<file path="src/rtl/alu16_sequencer_if.sv">
// rtl/alu16_sequencer_if.sv - request/response and 8-bit ALU bus bundle for alu16_sequencer
//
// Purpose: groups every non-clock, non-reset signal of alu16_sequencer.
//   slave  : the sequencer itself (takes requests, drives the ALU inputs)
//   master : the environment (CPU control issuing requests plus the combinational ALU)
// Signals:
//   start, op[1:0], operand_a[15:0], operand_b[15:0], flags_in[3:0]   request side
//   busy, done, result[15:0], flags_out[3:0]                          response side
//   alu_a[7:0], alu_b[7:0], alu_op[4:0], alu_flag_in[3:0]             to the ALU
//   alu_out[7:0], alu_flag_out[3:0]                                   from the ALU
// Flag nibbles are CHNZ: bit0 C, bit1 H, bit2 N, bit3 Z.
interface alu16_sequencer_if;
    logic        start;
    logic [1:0]  op;
    logic [15:0] operand_a;
    logic [15:0] operand_b;
    logic [3:0]  flags_in;
    logic        busy;
    logic        done;
    logic [15:0] result;
    logic [3:0]  flags_out;
    logic [7:0]  alu_a;
    logic [7:0]  alu_b;
    logic [4:0]  alu_op;
    logic [3:0]  alu_flag_in;
    logic [7:0]  alu_out;
    logic [3:0]  alu_flag_out;

    modport slave (
        input  start, op, operand_a, operand_b, flags_in, alu_out, alu_flag_out,
        output busy, done, result, flags_out, alu_a, alu_b, alu_op, alu_flag_in
    );

    modport master (
        output start, op, operand_a, operand_b, flags_in, alu_out, alu_flag_out,
        input  busy, done, result, flags_out, alu_a, alu_b, alu_op, alu_flag_in
    );
endinterface

</file>
<file path="src/rtl/alu16_sequencer.sv">
// rtl/alu16_sequencer.sv - two-pass 16-bit SM83 arithmetic over a shared 8-bit ALU
//
// Purpose: executes ADD HL,rr / INC rr / DEC rr / ADD SP,e8 as a low-byte ADD pass
//   followed by a high-byte ADC pass chained on the low-pass carry, then assembles
//   the 16-bit result and CHNZ flags.
// Ports:
//   clk    rising-edge clock
//   reset  synchronous, active-high
//   bus    alu16_sequencer_if.slave (request, response and ALU signals)
module alu16_sequencer #(
    parameter logic [4:0] ALU_OP_ADD = 5'b00000,
    parameter logic [4:0] ALU_OP_ADC = 5'b00001
) (
    input  logic              clk,
    input  logic              reset,
    alu16_sequencer_if.slave  bus
);

    localparam logic [1:0] OP_ADD16  = 2'd0;
    localparam logic [1:0] OP_INC16  = 2'd1;
    localparam logic [1:0] OP_DEC16  = 2'd2;
    localparam logic [1:0] OP_ADD_SP = 2'd3;

    typedef enum logic [1:0] {
        S_IDLE = 2'd0,
        S_LO   = 2'd1,
        S_HI   = 2'd2
    } state_t;

    state_t      state_q;
    state_t      state_d;

    logic [1:0]  op_q;
    logic [15:0] a_q;
    logic [15:0] b_q;
    logic [3:0]  flags_q;
    logic [7:0]  lo_byte_q;
    logic        lo_c_q;
    logic        lo_h_q;
    logic [15:0] result_q;
    logic [3:0]  flags_out_q;
    logic        done_q;

    logic [7:0]  b_lo;
    logic [7:0]  b_hi;
    logic [3:0]  flags_final;

    // Every operation is reduced to a plain 16-bit add; INC/DEC/ADD_SP only
    // differ in which addend bytes are fed to the two passes.
    always_comb begin
        b_lo = 8'h00;
        b_hi = 8'h00;
        case (op_q)
            OP_ADD16: begin
                b_lo = b_q[7:0];
                b_hi = b_q[15:8];
            end
            OP_INC16: begin
                b_lo = 8'h01;
                b_hi = 8'h00;
            end
            OP_DEC16: begin
                // x + 0xFFFF wraps to x - 1
                b_lo = 8'hFF;
                b_hi = 8'hFF;
            end
            OP_ADD_SP: begin
                b_lo = b_q[7:0];
                b_hi = {8{b_q[7]}};
            end
            default: begin
                b_lo = 8'h00;
                b_hi = 8'h00;
            end
        endcase
    end

    // Final flags, evaluated during the HI pass. ADD SP,e8 reports the
    // low-byte carries; the ALU's own N/Z outputs are never trusted.
    always_comb begin
        flags_final = flags_q;
        case (op_q)
            OP_ADD16:  flags_final = {flags_q[3], 1'b0, bus.alu_flag_out[1], bus.alu_flag_out[0]};
            OP_INC16:  flags_final = flags_q;
            OP_DEC16:  flags_final = flags_q;
            OP_ADD_SP: flags_final = {2'b00, lo_h_q, lo_c_q};
            default:   flags_final = flags_q;
        endcase
    end

    // Next state and ALU drive.
    always_comb begin
        state_d         = state_q;
        bus.alu_a       = 8'h00;
        bus.alu_b       = 8'h00;
        bus.alu_op      = ALU_OP_ADD;
        bus.alu_flag_in = 4'b0000;
        case (state_q)
            S_IDLE: begin
                if (bus.start) begin
                    state_d = S_LO;
                end
            end
            S_LO: begin
                bus.alu_a       = a_q[7:0];
                bus.alu_b       = b_lo;
                bus.alu_op      = ALU_OP_ADD;
                bus.alu_flag_in = 4'b0000;
                state_d         = S_HI;
            end
            S_HI: begin
                bus.alu_a       = a_q[15:8];
                bus.alu_b       = b_hi;
                bus.alu_op      = ALU_OP_ADC;
                bus.alu_flag_in = {3'b000, lo_c_q};
                state_d         = S_IDLE;
            end
            default: begin
                state_d = S_IDLE;
            end
        endcase
    end

    always_ff @(posedge clk) begin
        if (reset) begin
            state_q     <= S_IDLE;
            op_q        <= 2'd0;
            a_q         <= 16'h0000;
            b_q         <= 16'h0000;
            flags_q     <= 4'b0000;
            lo_byte_q   <= 8'h00;
            lo_c_q      <= 1'b0;
            lo_h_q      <= 1'b0;
            result_q    <= 16'h0000;
            flags_out_q <= 4'b0000;
            done_q      <= 1'b0;
        end else begin
            state_q <= state_d;
            done_q  <= (state_q == S_HI);
            if (state_q == S_IDLE && bus.start) begin
                op_q    <= bus.op;
                a_q     <= bus.operand_a;
                b_q     <= bus.operand_b;
                flags_q <= bus.flags_in;
            end
            if (state_q == S_LO) begin
                lo_byte_q <= bus.alu_out;
                lo_c_q    <= bus.alu_flag_out[0];
                lo_h_q    <= bus.alu_flag_out[1];
            end
            if (state_q == S_HI) begin
                result_q    <= {bus.alu_out, lo_byte_q};
                flags_out_q <= flags_final;
            end
        end
    end

    assign bus.busy      = (state_q == S_LO) || (state_q == S_HI);
    assign bus.done      = done_q;
    assign bus.result    = result_q;
    assign bus.flags_out = flags_out_q;

endmodule

</file>
<file path="src/flat_wrapper.sv">
// flat-port wrapper written by rule: the top's interface ports become plain ports
module alu16_sequencer_flat 
#(
    parameter logic [4:0] ALU_OP_ADD = 5'b00000,
    parameter logic [4:0] ALU_OP_ADC = 5'b00001
)
  (clk, reset, bus_start, bus_op, bus_operand_a, bus_operand_b, bus_flags_in, bus_alu_out, bus_alu_flag_out, bus_busy, bus_done, bus_result, bus_flags_out, bus_alu_a, bus_alu_b, bus_alu_op, bus_alu_flag_in);
  alu16_sequencer_if bus_i ();
  input  logic clk;
  input  logic reset;
  input wire logic [$bits(bus_i.start)-1:0] bus_start;
  input wire logic [$bits(bus_i.op)-1:0] bus_op;
  input wire logic [$bits(bus_i.operand_a)-1:0] bus_operand_a;
  input wire logic [$bits(bus_i.operand_b)-1:0] bus_operand_b;
  input wire logic [$bits(bus_i.flags_in)-1:0] bus_flags_in;
  input wire logic [$bits(bus_i.alu_out)-1:0] bus_alu_out;
  input wire logic [$bits(bus_i.alu_flag_out)-1:0] bus_alu_flag_out;
  output wire logic [$bits(bus_i.busy)-1:0] bus_busy;
  output wire logic [$bits(bus_i.done)-1:0] bus_done;
  output wire logic [$bits(bus_i.result)-1:0] bus_result;
  output wire logic [$bits(bus_i.flags_out)-1:0] bus_flags_out;
  output wire logic [$bits(bus_i.alu_a)-1:0] bus_alu_a;
  output wire logic [$bits(bus_i.alu_b)-1:0] bus_alu_b;
  output wire logic [$bits(bus_i.alu_op)-1:0] bus_alu_op;
  output wire logic [$bits(bus_i.alu_flag_in)-1:0] bus_alu_flag_in;
  assign bus_i.start = bus_start;
  assign bus_i.op = bus_op;
  assign bus_i.operand_a = bus_operand_a;
  assign bus_i.operand_b = bus_operand_b;
  assign bus_i.flags_in = bus_flags_in;
  assign bus_i.alu_out = bus_alu_out;
  assign bus_i.alu_flag_out = bus_alu_flag_out;
  assign bus_busy = bus_i.busy;
  assign bus_done = bus_i.done;
  assign bus_result = bus_i.result;
  assign bus_flags_out = bus_i.flags_out;
  assign bus_alu_a = bus_i.alu_a;
  assign bus_alu_b = bus_i.alu_b;
  assign bus_alu_op = bus_i.alu_op;
  assign bus_alu_flag_in = bus_i.alu_flag_in;
  alu16_sequencer #(.ALU_OP_ADD(ALU_OP_ADD), .ALU_OP_ADC(ALU_OP_ADC)) u_core (.clk(clk), .reset(reset), .bus(bus_i));
endmodule
</file>
<file path="config.mk">
export PLATFORM = sky130hd
export DESIGN_NAME = alu16_sequencer_flat
export DESIGN_NICKNAME = d
export VERILOG_FILES = /design/src/rtl/alu16_sequencer_if.sv /design/src/rtl/alu16_sequencer.sv /design/src/flat_wrapper.sv
export SDC_FILE = /design/constraint.sdc
export NUM_CORES = 1
export LEC_CHECK = 0
export CORE_MARGIN = 8
export CORE_UTILIZATION = 45
export DETAILED_ROUTE_END_ITERATION = 10
export GPL_ROUTABILITY_DRIVEN = 0
export MAX_ROUTING_LAYER = met4
export PLACE_DENSITY = 0.83
export SYNTH_ARGS = -nofsm -noshare
export SYNTH_HDL_FRONTEND = slang
export SYNTH_SLANG_ARGS = --single-unit
</file>
<file path="constraint.sdc">
create_clock -name clk -period 2.4 [get_ports clk]
set_input_delay 0.36 -clock clk [delete_from_list [all_inputs] [get_ports clk]]
set_output_delay 0.36 -clock clk [all_outputs]
set_load 0.01 [all_outputs]
</file>
## After elaboration in Yosys (flattened, before gate mapping)

Index checks and enable logic that the tools add are counted.

| word-level totals | value |
|---|---|
| flip-flop bits (word level) | 71 |
| input port bits | 53 |
| output and inout bits | 47 |
| logic and storage cells | 32 |

| operators by class | value |
|---|---|
| equality and inequality tests | 6 |
| mux-type cells | 9 |
| reductions and logical operators | 6 |

Operators with widths:

| kind | number |
|---|---|
| 8-bit one-hot mux with 2 select lines | 2 |
| 8-bit one-hot mux with 4 select lines | 1 |
| 8-bit one-hot mux with 3 select lines | 1 |
| 4-bit one-hot mux with 3 select lines | 1 |
| 2-bit equality test (second input constant) | 3 |
| 2-bit by 1-bit equality test with 1-bit output (second input constant) | 2 |
| 2-bit zero test | 2 |
| 2-bit one-hot mux with 2 select lines | 1 |
| 2-bit OR reduction | 2 |
| 1-bit two-way mux | 2 |
| 2-bit two-way mux | 1 |
| 2-bit inequality test (second input constant) | 1 |
| 1-bit logical AND | 1 |
| 1-bit logical OR | 1 |

## Depth between registers and ports, before layout

Gate-level depths: netlist (run 1).

| depth | value |
|---|---|
| depth after elaboration | 4 |
| depth in mapped cells | 7 |
| depth with buffers taken out | 5 |

## Worst setup path after synthesis (run 1)

OpenSTA, ideal clock, no wires.

| timing path | value |
|---|---|
| path type | register to output |
| start | register u_core.state_q[0] |
| end | output bus_alu_b[1] |
| arrival time | 1,479 ps |
| required time | 2,040 ps |
| slack | 561 ps |
| stages on the path, launching flop included | 8 |
| buffers on the path | 2 |
| path through | dfxtp_1 inv_1 ha_1 buf_4 nand2_1 or2_1 buf_6 o22ai_1 |

| between the ends | value |
|---|---|
| longest elaborated chain between the ends | 2 |
| elaborated cells between the ends (all ways) | 3 |
| classes of those cells | 2 x eq/ne; 1 x mux |

Ends and longest elaborated chain:

| element | line | RTL |
|---|---|---|
| start: declaration | alu16_sequencer.sv:30 | `state_t state_q;` |
| start signal: assignment | alu16_sequencer.sv:138 | `state_q <= state_d;` |
| 2-bit equality test or 2-bit by 1-bit equality test with 1-bit output (tied branches) | alu16_sequencer.sv:98 | `case (state_q)` |
| 8-bit one-hot mux with 2 select lines (*) | alu16_sequencer.sv:98 |  |
| end: declaration | flat_wrapper.sv:23 | `output wire logic [$bits(bus_i.alu_b)-1:0] bus_alu_b;` |

Every way passes the cells marked *; elsewhere a longest branch is shown, timed or not.

## Final worst setup path (run 1)

| timing path | value |
|---|---|
| start | register u_core.state_q[0] |
| end | output bus_alu_a[6] |

| between the ends | value |
|---|---|
| longest elaborated chain between the ends | 2 |
| elaborated cells between the ends (all ways) | 3 |
| classes of those cells | 2 x eq/ne; 1 x mux |

Ends and longest elaborated chain:

| element | line | RTL |
|---|---|---|
| 2-bit equality test or 2-bit by 1-bit equality test with 1-bit output (tied branches) | alu16_sequencer.sv:98 |  |
| 8-bit one-hot mux with 2 select lines (*) | alu16_sequencer.sv:98 |  |
| end: declaration | flat_wrapper.sv:22 | `output wire logic [$bits(bus_i.alu_a)-1:0] bus_alu_a;` |

Marks and branches as above.

==> results_dict.tcl, run 1 <==
set metrics [dict create \
    grtUsageMet2_pct 28.5 \
    cts_htree_levels 3 \
    tritoncts "yes" \
    die_height_um 99.3 \
    diodes 0 \
    peakVddDrop_uv 418 \
    setup.worst_path.start_class "flop" \
    synthesis.yosys.warnings 0 \
    synth-async-reset-ratio_pct 0 \
    port_buffers 90 \
    placed_cell_area_sq_um 3990 \
    placementRows 30 \
    die_area_sq_um 9870 \
    drt-vias-per-instance 5.25 \
    r2r_slack_ns 0.64 \
    fin_skew_ns 0.0104 \
    layout-drive-gt1-share_pct 10.4 \
    worst_pin_slew_ns 0.722 \
    layout_min_cycle_time_ns 2.36 \
    drt_pass1_iterations 4 \
    fmaxAchievable_mhz 424 \
    total_switching_power_uw 882 \
    rr_startpoint "u_core.state_q[0]" \
    class_of_the_tightest_hold_or_removal_check "flop to flop" \
    grt_first_pass_wirelength_mm 12.8 \
    postCtsSetupBuffers 0 \
    report.final.setup_viol 0 \
    swShare_pct 28.6 \
    dr_total_vias 2745 \
    cell_accounting_for_the_most_synthesized_area "sky130_fd_sc_hd__dfxtp_1" \
    ys_seq_elements 71 \
    yosysTopAreaCellShare_pct 45.5 \
    timing.max_slew.rel_slack_pct 51.8 \
    area_growth_syn_to_layout_pct 35.9 \
    critical-path-slowest-cell "sky130_fd_sc_hd__clkdlybuf4s50_1" \
    die_width_um 99.3 \
    synth_cell_type_count 30 \
    initial_core_util_pct 46.3 \
    via_count_of_the_first_global_routing_pass 2788 \
    timing.max_cap.violations 0 \
    global_route.usage.total_pct 16.4 \
    dominant_register_cell_in_the_synthesized_netlist "sky130_fd_sc_hd__dfxtp_1" \
    busiest_layer_in_global_routing "met2" \
    power_density_nw_per_um2 725 \
    routed_wire_length_per_instance_um 15.2 \
    intPower_uw 2200 \
    hold_ws_ns 0.460 \
    critPathArrivalTime_ns 2.00 \
    synthesis.instances 357 \
    fin_area_sq_um 4250 \
    tritoncts.num_buffers 9 \
    antenna_found_initial 0 \
    final-hold-violation-count 0 \
    largest_cells_by_area_after_synthesis "sky130_fd_sc_hd__dfxtp_1 (45%), sky130_fd_sc_hd__nand2_1 (9.5%), sky130_fd_sc_hd__mux2i_1 (8.6%), sky130_fd_sc_hd__a21oi_1 (7.7%), sky130_fd_sc_hd__ha_1 (3.6%)" \
    worstPathCellList "inv_1 > ha_1 > buf_4 > nor2b_1 > clkdlybuf4s50_1" \
    grt_max_degree 72 \
    final_net_count 500 \
    grt_setup_unrepaired "true" \
    cp_max_fo 10 \
    power_frac_seq_pct 43.3 \
    path_clk_slew_ns 0.08 \
    clock_tree.root_cell "sky130_fd_sc_hd__clkbuf_8" \
    drc 0 \
    synth_edf_count 0 \
    wl_mm 7.92 \
    period_share_pct 98.3 \
    synth.top_cells.by_count "sky130_fd_sc_hd__nand2_1 (79), sky130_fd_sc_hd__dfxtp_1 (71), sky130_fd_sc_hd__a21oi_1 (48)" \
    clock_latency_on_the_worst_skew_pair_ns 0.35 \
    core_region_area_sq_um 6760 \
    fillers 591 \
    slowest_delay_ns 0.56 \
    grt_remaining_overflow 0 \
    timing.critical_path.buf_inv 3 \
    synth_area_sq_um 3130 \
    slew_viol_final 0 \
    synth.most_common_cell "sky130_fd_sc_hd__nand2_1" \
    critPathCaptureType "output pin" \
    clk_path_buf_depth 2 \
    cts_repair_resize_count 14 \
    dpl.hpwl_mm 5.66 \
    power_frac_clock_pct 34.3 \
    worst-endpoint-required_ns 2.04 \
    critical_path.startpoint "u_core.state_q[0]" \
    globalRouteMet1Util_pct 17.0 \
    drtAntennaViolNets 0 \
    area_used_by_multi_input_combinational_logic_sq_um 1500 \
    timing_worst_setup_path_type "flop to output pin" \
    num_io_pins 100 \
    detailedRoute.firstIterationViolations 112 \
    status "finished clean" \
    timing.hold.worst.start "u_core.b_q[4]" \
    static-leakage-power_uw 0.00163 \
    post_synth.cell_area_avg_sq_um 8.75 \
    gr-usage-met3_pct 4.68 \
    synth_seq_area_share_pct 45.5 \
    timing.critical_path.max_delay_family "buffers and inverters" \
    final_core_utilization_pct 62.9 \
    numClockSinks 71 \
    seq_area_sq_um 1420 \
    ctsHoldBuffers 0 \
    combinationalPowerShare_pct 22.3 \
]
-- flip-flops by register name, summed over array words and instances, names as in the netlist --
name                  cells
u_core.a_q               16
u_core.b_q               16
u_core.bus.done           1
u_core.bus.flags_out      4
u_core.bus.result        16
u_core.flags_q            4
u_core.lo_byte_q          8
u_core.lo_c_q             1
u_core.lo_h_q             1
u_core.op_q               2
u_core.state_q            2
-- cell type report --
| class | instances | area share, % |
|---|---|---|
| inverters | 5 | 0.442 |
| clock buffers | 9 | 2.92 |
| flip-flops and latches | 71 | 33.5 |
| well taps | 80 | 2.36 |
| clock inverters | 7 | 2.27 |
| repair buffers | 99 | 23.3 |
| multi-input cells | 252 | 35.3 |
-- cell families (layout without fill, tap and decap cells) --
| family | after synthesis | after routing | synth area share, % |
|---|---|---|---|
| AOI/OAI and AO/OA | 78 | 78 | 16.2 |
| adders and majority gates | 9 | 9 | 3.60 |
| muxes | 27 | 27 | 8.65 |
| DFF | 71 | 71 | 45.5 |
| and+or+nand+nor | 131 | 131 | 17.8 |
| other | 1 | 7 | 0.120 |
| buffers and inverters | 40 | 120 | 8.17 |
-- metal layers --
| metal | vias up | share of wire (%) |
|---|---|---|
| met4 | 0 | 2.1 |
| met5 | - | 0 |
| met1 | 1314 | 41 |
| met3 | 14 | 6.6 |
| li1 | 1341 | - |
| met2 | 76 | 50 |
-- per-stage QoR --
stage	total power, uW	TNS, ns	setup slack (ns)	instances
after floorplan	1810	0	0.561	363
after global placement	2010	0	0.157	507
after detailed placement	2030	0	0.103	507
after CTS	3080	0	0.00609	523
after global routing	3220	-0.208	-0.0620	523
final	3080	0	0.0401	523
-- cells in the final DEF (no fill, tap or decap), types with 2 or more instances in the layout --
master / count
sky130_fd_sc_hd__a211oi_2: 9
sky130_fd_sc_hd__a21oi_1: 48
sky130_fd_sc_hd__a221oi_1: 2
sky130_fd_sc_hd__a22oi_1: 8
sky130_fd_sc_hd__and2_1: 2
sky130_fd_sc_hd__buf_12: 2
sky130_fd_sc_hd__buf_4: 7
sky130_fd_sc_hd__bufinv_16: 2
sky130_fd_sc_hd__clkbuf_8: 9
sky130_fd_sc_hd__clkdlybuf4s50_1: 77
sky130_fd_sc_hd__clkinvlp_4: 3
sky130_fd_sc_hd__conb_1: 7
sky130_fd_sc_hd__dfxtp_1: 70
sky130_fd_sc_hd__dlygate4sd2_1: 8
sky130_fd_sc_hd__dlymetal6s2s_1: 4
sky130_fd_sc_hd__ha_1: 6
sky130_fd_sc_hd__ha_2: 3
sky130_fd_sc_hd__inv_1: 4
sky130_fd_sc_hd__mux2i_1: 27
sky130_fd_sc_hd__nand2_1: 79
sky130_fd_sc_hd__nand2b_1: 4
sky130_fd_sc_hd__nand3b_1: 2
sky130_fd_sc_hd__nor2_1: 27
sky130_fd_sc_hd__nor2b_1: 10
sky130_fd_sc_hd__nor3_1: 2
sky130_fd_sc_hd__o21ai_1: 2
sky130_fd_sc_hd__o22ai_1: 5
sky130_fd_sc_hd__o22ai_2: 3
-- tightest hold or removal path, delay by kind of cell (launching register included) --
kind	cells	cell delay, ns
flip-flops	1	0.32
AO/OA/AOI/OAI	1	0.05
AND/OR/NAND/NOR	1	0.05
-- worst paths after layout --
check	to	depth (start not counted)
min	u_core.b_q[4]	2
max reg2reg	u_core.b_q[2]	6
min reg2reg	u_core.b_q[4]	2
max	bus_alu_a[6]	5
-- power groups by stage --
stage | Clock [uW] | Combinational (uW) | Sequential, uW
floorplan | 0 | 457 | 1350
global placement | 0 | 655 | 1350
detailed placement | 0 | 671 | 1360
CTS | 1070 | 679 | 1330
global route | 1120 | 757 | 1350
finish | 1060 | 688 | 1330
Note: power is estimated with default switching activity, not from simulation.
==> run 2: changes to the inputs <==
--- a/config.mk
+++ b/config.mk
@@ -5,12 +5,11 @@
 export SDC_FILE = /design/constraint.sdc
 export NUM_CORES = 1
 export LEC_CHECK = 0
-export CORE_MARGIN = 8
 export CORE_UTILIZATION = 45
 export DETAILED_ROUTE_END_ITERATION = 10
 export GPL_ROUTABILITY_DRIVEN = 0
 export MAX_ROUTING_LAYER = met4
-export PLACE_DENSITY = 0.83
+export PLACE_DENSITY = 0.81
 export SYNTH_ARGS = -nofsm -noshare
 export SYNTH_HDL_FRONTEND = slang
 export SYNTH_SLANG_ARGS = --single-unit
==> run 2 against run 1 <==
  * Via count shrank 2.7%
  * Critical path type unchanged
  * Die area shrank 26%
  * Largest power group unchanged
  * Global-route usage up 3.8 points
  * Sequential cell count unchanged
  * Power about the same
  * First-iteration DRC count increased by 16%
==> results_dict.tcl, run 2 (same netlist as run 1, synthesis figures left out) <==
set metrics [dict create \
    via_count_of_the_first_global_routing_pass 2552 \
    tritoncts "yes" \
    ctsHoldBuffers 0 \
    slew_viol_final 0 \
    grt_max_degree 72 \
    final-hold-violation-count 0 \
    placed_cell_area_sq_um 4010 \
    worst-endpoint-required_ns 2.04 \
    status "finished clean" \
    fmaxAchievable_mhz 434 \
    port_buffers 90 \
    power_density_nw_per_um2 719 \
    clk_path_buf_depth 2 \
    cts_htree_levels 3 \
    numClockSinks 71 \
    class_of_the_tightest_hold_or_removal_check "flop to flop" \
    critPathCaptureType "output pin" \
    period_share_pct 95.9 \
    fillers 581 \
    area_growth_syn_to_layout_pct 37.0 \
    wl_mm 7.07 \
    fin_skew_ns 0.00599 \
    most-common-layout-cells "sky130_fd_sc_hd__nand2_1 (79), sky130_fd_sc_hd__clkdlybuf4s50_1 (73), sky130_fd_sc_hd__dfxtp_1 (69)" \
    peakVddDrop_uv 440 \
    final_net_count 503 \
    timing.max_cap.violations 0 \
    most_common_library_cell_in_the_layout_ignoring_fill_and_taps "sky130_fd_sc_hd__nand2_1" \
    tritoncts.num_buffers 9 \
    initial_core_util_pct 46.3 \
    die_height_um 85.3 \
    drt_pass1_iterations 4 \
    drtAntennaViolNets 0 \
    detailedRoute.firstIterationViolations 130 \
    placementRows 30 \
    cp_max_fo 10 \
    grt_first_pass_wirelength_mm 11.3 \
    global_route.usage.total_pct 20.2 \
    antenna_found_initial 0 \
    drc 0 \
    routed_wire_length_per_instance_um 13.4 \
    num_io_pins 100 \
    die_width_um 85.3 \
    diodes 0 \
    timing_worst_setup_path_type "flop to output pin" \
    layout_min_cycle_time_ns 2.30 \
    hold_ws_ns 0.456 \
    clock_tree.root_cell "sky130_fd_sc_hd__clkbuf_8" \
    static-leakage-power_uw 0.00173 \
    clock_latency_on_the_worst_skew_pair_ns 0.34 \
    drt-vias-per-instance 5.08 \
    grt_remaining_overflow 0 \
    critPathArrivalTime_ns 1.94 \
    timing.setup.tns_ns 0 \
    dpl.hpwl_mm 4.89 \
    layout-drive-gt1-share_pct 10.8 \
    die_area_sq_um 7280 \
    grt_setup_unrepaired "true" \
    report.final.setup_viol 0 \
    setup.worst_path.start_class "flop" \
    core_region_area_sq_um 6760 \
    fin_area_sq_um 4280 \
    dr_total_vias 2671 \
    path_clk_slew_ns 0.07 \
]
[run 2: changes by cell type in the layout (fill, tap and decap cells not counted), moves of 2 or more]
cell / before / now
sky130_fd_sc_hd__buf_4: 7 / 10
sky130_fd_sc_hd__clkdlybuf4s50_1: 77 / 73
sky130_fd_sc_hd__clkinvlp_4: 3 / 1
sky130_fd_sc_hd__dlymetal6s2s_1: 4 / 8
sky130_fd_sc_hd__ha_2: 3 / 0
sky130_fd_sc_hd__ha_4: 0 / 2
[run 2: stage by stage]
stage / power, uW / instances / util (%) / setup WS [ns]
6_report: 3080 / 526 / 63.4 / 0.0972
5_1_grt: 3230 / 526 / 63.4 / -0.0104
4_1_cts: 3080 / 525 / 62.5 / 0.00741
3_5_place_dp: 2030 / 509 / 59.3 / 0.101
3_3_place_gp: 2010 / 509 / 59.3 / 0.162
2_1_floorplan: 1810 / 363 / - / 0.561
[run 2: what timing repair did]
item                                    4_1_cts  5_1_grt
endpoints found under the setup margin        8       10
gates resized for setup                      13       14
cloned                                        0        0
buffers inserted                              0        1
[run 2: layout make-up]
cell class,instances,area (sq um),share of cell area (%)
Clock buffer,9,124,2.89
Tap cell,80,100,2.34
Clock inverter,7,95.1,2.22
Inverter,5,18.8,0.438
Multi-Input combinational cell,252,1510,35.2
Sequential cell,71,1420,33.3
Timing Repair Buffer,102,1010,23.7
[run 2: worst max-delay path, cell delays in order (launching register included)]
cell                            delay, ns
sky130_fd_sc_hd__dfxtp_1             0.38
sky130_fd_sc_hd__inv_1               0.10
sky130_fd_sc_hd__ha_1                0.30
sky130_fd_sc_hd__buf_4               0.17
sky130_fd_sc_hd__nand2_2             0.15
sky130_fd_sc_hd__o22ai_1             0.22
sky130_fd_sc_hd__dlygate4sd2_1       0.29
[run 2: layer usage]
layer | up-vias | track usage (%) | share of wire [%]
li1 | 1351 | - | -
met1 | 1239 | 22.9 | 44
met2 | 71 | 34.5 | 49
met3 | 10 | 4.86 | 5.1
met4 | 0 | 8.18 | 1.4
met5 | - | - | 0
[run 2: power breakdown]
group | internal [uW] | switching (uW)
logic | 340 | 350
registers | 1280 | 58.3
clock network | 589 | 465
[run 2: worst paths after layout]
path | from | endpoint | slack (ns) | cells past startpoint
min | u_core.b_q[3] | u_core.b_q[3] | 0.46 | 2
max | u_core.state_q[1] | bus_alu_b[5] | 0.1 | 6
min reg2reg | u_core.b_q[3] | u_core.b_q[3] | 0.46 | 2
max reg2reg | u_core.state_q[0] | u_core.bus.flags_out[1] | 0.87 | 6
==> run 3: changes to the inputs <==
--- a/config.mk
+++ b/config.mk
@@ -7,9 +7,8 @@
 export LEC_CHECK = 0
 export CORE_UTILIZATION = 45
 export DETAILED_ROUTE_END_ITERATION = 10
-export GPL_ROUTABILITY_DRIVEN = 0
 export MAX_ROUTING_LAYER = met4
-export PLACE_DENSITY = 0.81
+export PLACE_DENSITY_LB_ADDON = 0.3
 export SYNTH_ARGS = -nofsm -noshare
 export SYNTH_HDL_FRONTEND = slang
 export SYNTH_SLANG_ARGS = --single-unit
==> run 3 against run 2 <==
  * Register-to-register slack worse by 0.23 ns
  * Global-route usage up 0.089 points
  * Clock power down 6%
  * Maximum frequency down 2.6%
  * Hold slack better by 0.0017 ns
  * First-iteration DRC count down 35%
  * Critical path type unchanged
  * Largest cell class unchanged
  * Highest routed layer unchanged
  * Die area unchanged
  * Final cell count unchanged
  * Cell area down 0.53%
==> results_dict.tcl, run 3 (same netlist as run 1, synthesis figures left out) <==
set metrics [dict create \
    detailedRoute.firstIterationViolations 85 \
    final_net_count 503 \
    antenna_found_initial 0 \
    timing.max_cap.violations 0 \
    grt_remaining_overflow 0 \
    final-hold-violation-count 0 \
    dr_total_vias 2679 \
    final_critical_path_setup_slack_ns 0.0364 \
    ctsHoldBuffers 0 \
    critPathArrivalTime_ns 2.00 \
    period_share_pct 98.5 \
    numClockSinks 71 \
    timing_worst_setup_path_type "flop to output pin" \
    slew_viol_final 0 \
    drt_pass1_iterations 5 \
    port_buffers 90 \
    setup.worst_path.start_class "flop" \
    grt_first_pass_wirelength_mm 11.4 \
    die_height_um 85.3 \
    grt_setup_unrepaired "true" \
    placementRows 30 \
    final_wtd_congestion 0.857 \
    report.final.setup_viol 0 \
    power_density_nw_per_um2 706 \
    static-leakage-power_uw 0.00169 \
    num_io_pins 100 \
    diodes 0 \
    cp_max_fo 12 \
    status "finished clean" \
    final_core_utilization_pct 63.0 \
    layout_min_cycle_time_ns 2.36 \
    fin_skew_ns 0.00692 \
    cts_repair_resize_count 17 \
    critPathCaptureType "output pin" \
    peakVddDrop_uv 360 \
    most-common-layout-cells "sky130_fd_sc_hd__nand2_1 (79), sky130_fd_sc_hd__clkdlybuf4s50_1 (75), sky130_fd_sc_hd__dfxtp_1 (70)" \
    fmaxAchievable_mhz 423 \
    routed_wire_length_per_instance_um 13.4 \
    detailedPlace.worstSlack_ns 0.115 \
    hold_ws_ns 0.457 \
    tritoncts.num_buffers 9 \
    core_region_area_sq_um 6760 \
    worst_pin_slew_ns 0.589 \
    drt-vias-per-instance 5.09 \
    r2r_slack_ns 0.64 \
    area_growth_syn_to_layout_pct 36.3 \
    worst-endpoint-required_ns 2.04 \
    postCtsSetupBuffers 0 \
    clk_path_buf_depth 2 \
    dpl.hpwl_mm 4.89 \
    drc 0 \
    timing.max_slew.rel_slack_pct 60.7 \
    path_clk_slew_ns 0.07 \
    global_route.usage.total_pct 20.3 \
    tritoncts "yes" \
    die_area_sq_um 7280 \
    grt_max_degree 34 \
    via_count_of_the_first_global_routing_pass 2595 \
    fillers 579 \
    initial_core_util_pct 46.3 \
    timing.setup.tns_ns 0 \
    cts_htree_levels 3 \
    clock_latency_on_the_worst_skew_pair_ns 0.34 \
    drtAntennaViolNets 0 \
    class_of_the_tightest_hold_or_removal_check "flop to flop" \
    most_common_library_cell_in_the_layout_ignoring_fill_and_taps "sky130_fd_sc_hd__nand2_1" \
    clock_tree.root_cell "sky130_fd_sc_hd__clkbuf_8" \
    wl_mm 7.04 \
    layout-drive-gt1-share_pct 10.5 \
    die_width_um 85.3 \
]
[run 3: changes by cell type in the layout (fill, tap and decap cells not counted), moves of 2 or more]
cell / delta
sky130_fd_sc_hd__clkbuf_8: +3
sky130_fd_sc_hd__clkbuf_1: +2
sky130_fd_sc_hd__clkdlybuf4s50_1: +2
sky130_fd_sc_hd__clkinv_2: -2
sky130_fd_sc_hd__dlymetal6s2s_1: -2
sky130_fd_sc_hd__ha_2: +2
sky130_fd_sc_hd__inv_6: -2
[run 3: routing by layer]
metal,global-route usage [%],wire length (um)
met1,23.2,3060
met3,5.25,393
met5,-,0
met4,8.94,150
met2,33.7,3440
[run 3: worst paths after layout]
path | startpoint | to | depth (start not counted)
max | u_core.state_q[0] | bus_alu_a[7] | 5
min | u_core.a_q[15] | u_core.a_q[15] | 2
max reg2reg | u_core.state_q[0] | u_core.bus.flags_out[1] | 6
min reg2reg | u_core.a_q[15] | u_core.a_q[15] | 2
[run 3: power breakdown]
part	switching (uW)	leakage [uW]	internal (uW)
logic	348	0.00101	337
clock network	420	0.000103	567
registers	58.0	0.000580	1280
total	826	0.00169	2180
[run 3: worst max-delay path, stage by stage (launching register included)]
cell                              delay [ns]
sky130_fd_sc_hd__dfxtp_1                0.32
sky130_fd_sc_hd__inv_1                  0.11
sky130_fd_sc_hd__ha_2                   0.38
sky130_fd_sc_hd__a22oi_1                0.15
sky130_fd_sc_hd__nor2b_1                0.15
sky130_fd_sc_hd__clkdlybuf4s50_1        0.55
[run 3: final cells by class]
type	instances	area (sq um)	area share (%)
multi-input cells	252	1510	35.4
flip-flops and latches	71	1420	33.4
repair buffers	102	998	23.4
clock buffers	14	173	4.05
well taps	80	100	2.35
clock inverters	2	37.5	0.881
inverters	5	18.8	0.441
[run 3: through the flow]
stage | cells | total power (uW) | area, sq um
final | 526 | 3010 | 4260
after global placement | 510 | 2010 | 4000
after CTS | 526 | 3040 | 4240
after detailed placement | 510 | 2030 | 4000
after floorplan | 363 | 1810 | 3150
after global routing | 526 | 3160 | 4260
